File: config.mk
export PLATFORM = sky130hd
export DESIGN_NAME = wb_register_file
export DESIGN_NICKNAME = d
export VERILOG_FILES = /design/src/rtl/wb_register_file.sv
export SDC_FILE = /design/constraint.sdc
export NUM_CORES = 2
export LEC_CHECK = 0
export ABC_CLOCK_PERIOD_IN_PS = 55200
export CAP_MARGIN = 10
export CORE_MARGIN = 2
export CORE_UTILIZATION = 50
export DETAILED_ROUTE_END_ITERATION = 7
export GPL_TIMING_DRIVEN = 0
export PLACE_DENSITY = 0.63
export REMOVE_ABC_BUFFERS = 1
export SLEW_MARGIN = 10
export SYNTH_ARGS = -nofsm -noshare
export SYNTH_HDL_FRONTEND = slang
export SYNTH_SLANG_ARGS = --single-unit
File: constraint.sdc
create_clock -name clk_i -period 55.2 [get_ports clk_i]
set_clock_uncertainty 0.1 [all_clocks]
set_input_delay 11.04 -clock clk_i [delete_from_list [all_inputs] [get_ports clk_i]]
set_output_delay 11.04 -clock clk_i [all_outputs]
set_load 0.02 [all_outputs]
File: src/rtl/wb_register_file.sv
// Writeback stage: selects the MEM/WB result, commits it to a 32x32 register file
// and serves two combinational read ports with same-cycle write-through bypass.
module wb_register_file (
  input  logic        clk_i,
  input  logic        rst_i,
  input  logic        RegWrite_i,
  input  logic        MemtoReg_i,
  input  logic [31:0] dataMem_data_i,
  input  logic [31:0] ALU_result_i,
  input  logic [4:0]  RDaddr_i,
  input  logic [4:0]  RSaddr_i,
  input  logic [4:0]  RTaddr_i,
  output logic [31:0] RSdata_o,
  output logic [31:0] RTdata_o,
  output logic [31:0] WBdata_o,
  output logic [4:0]  WBaddr_o,
  output logic        WBvalid_o
);

  logic [31:0] r_regs [32];
  logic        w_we;
  logic [31:0] w_wbdata;

  assign w_wbdata  = MemtoReg_i ? dataMem_data_i : ALU_result_i;
  assign w_we      = RegWrite_i && (RDaddr_i != 5'd0);
  assign WBdata_o  = w_wbdata;
  assign WBvalid_o = w_we;
  assign WBaddr_o  = w_we ? RDaddr_i : 5'd0;

  // r_regs[0] is cleared by reset and never targeted, since w_we excludes address 0
  always_ff @(posedge clk_i or posedge rst_i) begin
    if (rst_i) begin
      for (int i = 0; i < 32; i++) r_regs[i] <= '0;
    end else if (w_we) begin
      r_regs[RDaddr_i] <= w_wbdata;
    end
  end

  always_comb begin
    RSdata_o = r_regs[RSaddr_i];
    if (RSaddr_i == 5'd0)
      RSdata_o = '0;
    else if (w_we && (RSaddr_i == RDaddr_i))
      RSdata_o = w_wbdata;
  end

  always_comb begin
    RTdata_o = r_regs[RTaddr_i];
    if (RTaddr_i == 5'd0)
      RTdata_o = '0;
    else if (w_we && (RTaddr_i == RDaddr_i))
      RTdata_o = w_wbdata;
  end

endmodule

==> impl_metrics.toml <==
[detailed_routing]
drc = 0
vias = 42300
first_pass_iters = 7
viasPerCell = 6.52
drt_iter0_drc = 4549
wire_per_inst_um = 28.4
antenna_left = 0
wl_mm = 184

[critical_path]
crit_path_start_kind = "input pin"
cp-end-kind = "output pin"
crit_fanout = 86
cp.required_ps = 44060
critPathArrivalTime_ps = 15710
crit_type = "input pin to output pin"

[outcome]
status = "complete, no violations"

[global_routing]
grt_pass1_vias = 41600
overflow = 0
antenna_found_initial = 2
grt_max_degree = 117
track_usage_pct = 33.4
grt_pass1_wl_mm = 275

[cts]
clockBufferDepth = 3
cts_made_buffers = 113
cts_root_buf = "clkbuf_16"
htreeDepth = 3
cts_tree = "yes"
clock_latency_ps = 690
cts_sinks = 1024
clk_pin_slew_ps = 60
postCtsSetupBuffers = 0
cts_resized = 0
hold_buffers = 0

[sta]
rsz0062_at_grt = "false"
fmax_mhz = 37.2
finalCritPeriodShare_pct = 48.6
tightest_slew_ps = 1240
setup_tns_ps = 0
finalCriticalPeriod_ps = 26850
max_slew_margin_pct = 16.9
slew_viol_final = 0
setup_viol = 0
hold_viol = 0

[flow_run]
cap_viol_max_count = 0

[place]
numPortBuffers = 184
place_inst = 6268
place_congestion = 0.789
placed_area_um2 = 58600
dp_hpwl_mm = 112

[yosys]
yosys-top-cells-count = "1024 x dfrtp_1, 673 x nand2_1, 638 x o21ai_0, 524 x nor2_1, 461 x a21oi_1"
yosysWarnings = 0
syn_avg_cell_area_um2 = 10.6
synth_cell_types = 64
seq_area_frac_synth_pct = 47.5
syn_area_um2 = 53900
yosys.area.top_type = "dfrtp_1"
synth_area_leaders = "dfrtp_1 48%, mux4_2 16%, o21ai_0 5.9%"
synth_edf_count = 0
synthArstFlopShare_pct = 100
ys_ff_latch = 1024
yosysMostFrequentCell = "dfrtp_1"
synth_cells = 5096
ys_dominant_reg_cell = "dfrtp_1"
synth_top_area_share_pct = 47.5

[floorplanning]
die_x_um = 332
start_util_pct = 50.4
die_h_um = 332
core.rowCount = 120
fp.dieArea_um2 = 111000
core_area_um2 = 107000
pin_count = 185

[finish]
fin_util_pct = 58.4
nets = 5065
area_growth_pct = 15.9
fillers = 8824
stdcell_area_um2 = 62500
drive_gt1_share_pct = 17.0
largest-register = "r_regs"
largest_reg_flops = 1024
stdcell_count = 6484
largestRegisters = "r_regs x1024"

[hold_path]
hp-class = "flip-flop to flip-flop"

[power_and_ir_drop]
p_per_area_nw_per_um2 = 37.2
ir_worst_vdd_v = 0.0000251
leakage_uw = 0.0265
power_uw = 2320
==> worst max-delay path, cell delays in order <==
cell and delay (ps):
buf_8 270, buf_16 350, buf_16 470, xor2_1 130, nor2_1 260, nand4_2 890
and2_2 890, a32oi_1 280, o21ai_0 270, clkdlybuf4s50_1 660
==> per-stage QoR <==
stage / hold WS (ps) / setup WS [ps]
final: 295 / 28350
after global routing: 298 / 28210
after CTS: 293 / 28470
after detailed placement: 280 / 28480
after global placement: 276 / 1770
after floorplan: 262 / 15240
==> cells in the final DEF (no fill, tap or decap), types with 33 or more instances in the layout <==
cell type / Yosys / final
o21ai_0: 638 / 638
dfrtp_1: 1024 / 1024
mux2_2: 46 / 46
o22ai_1: 109 / 109
clkbuf_16: 0 / 116
a21oi_1: 461 / 461
mux2i_1: 250 / 218
nand2_1: 673 / 655
buf_16: 0 / 82
nor2_1: 524 / 511
a221oi_1: 36 / 36
o211ai_1: 35 / 35
a22oi_1: 50 / 50
clkdlybuf4s50_1: 0 / 173
mux4_2: 384 / 384
inv_1: 36 / 33
==> area by class of cell <==
cell class | count | area [um2] | share of cell area, %
clock buffer | 164 | 3350 | 5.36
inverter | 38 | 150 | 0.240
multi-input combinational | 3492 | 26100 | 41.8
sequential | 1024 | 25600 | 41.0
tap | 1403 | 1760 | 2.81
timing repair buffer | 313 | 4960 | 7.93
antenna | 1 | 2.50 | 0.00400
clock inverter | 49 | 529 | 0.847
==> power by group <==
group | total [uW] | switching, uW | internal (uW)
clock network | 786 | 322 | 463
logic | 509 | 250 | 259
registers | 1030 | 120 | 909
==> per-layer routing <==
layer	global-route usage [%]	wire length, um	up-vias
li1	-	-	18300
met1	46.7	75100	21500
met2	51.9	85400	2149
met3	6.66	16500	440
met4	12.4	7170	2
met5	0	13	-
==> final timing paths <==
| path | slack [ps] | start | to | cells past startpoint |
|---|---|---|---|---|
| min | 300 | r_regs[1016] | r_regs[1016] | 0 |
| min reg2reg | 300 | r_regs[1016] | r_regs[1016] | 0 |
| max reg2reg | 54240 | r_regs[768] | r_regs[768] | 2 |
| min in group asynchronous | 10820 | rst_i | r_regs[121] | 2 |
| max | 28350 | RSaddr_i[1] | RSdata_o[18] | 10 |
| max in group asynchronous | 41720 | rst_i | r_regs[811] | 7 |
==> cells by family (layout without fill, tap and decap cells) <==
| kind of cell | after synthesis | after routing | synth area share (%) |
|---|---|---|---|
| simple gates | 1341 | 1341 | 9.99 |
| other cells | 0 | 1 | 0 |
| flops | 1024 | 1024 | 47.5 |
| xor+xnor | 10 | 10 | 0.162 |
| compound gates | 1461 | 1461 | 15.4 |
| buf+inv | 580 | 564 | 5.34 |
| mux | 680 | 680 | 21.6 |
Power figures use the tool's default switching activity.
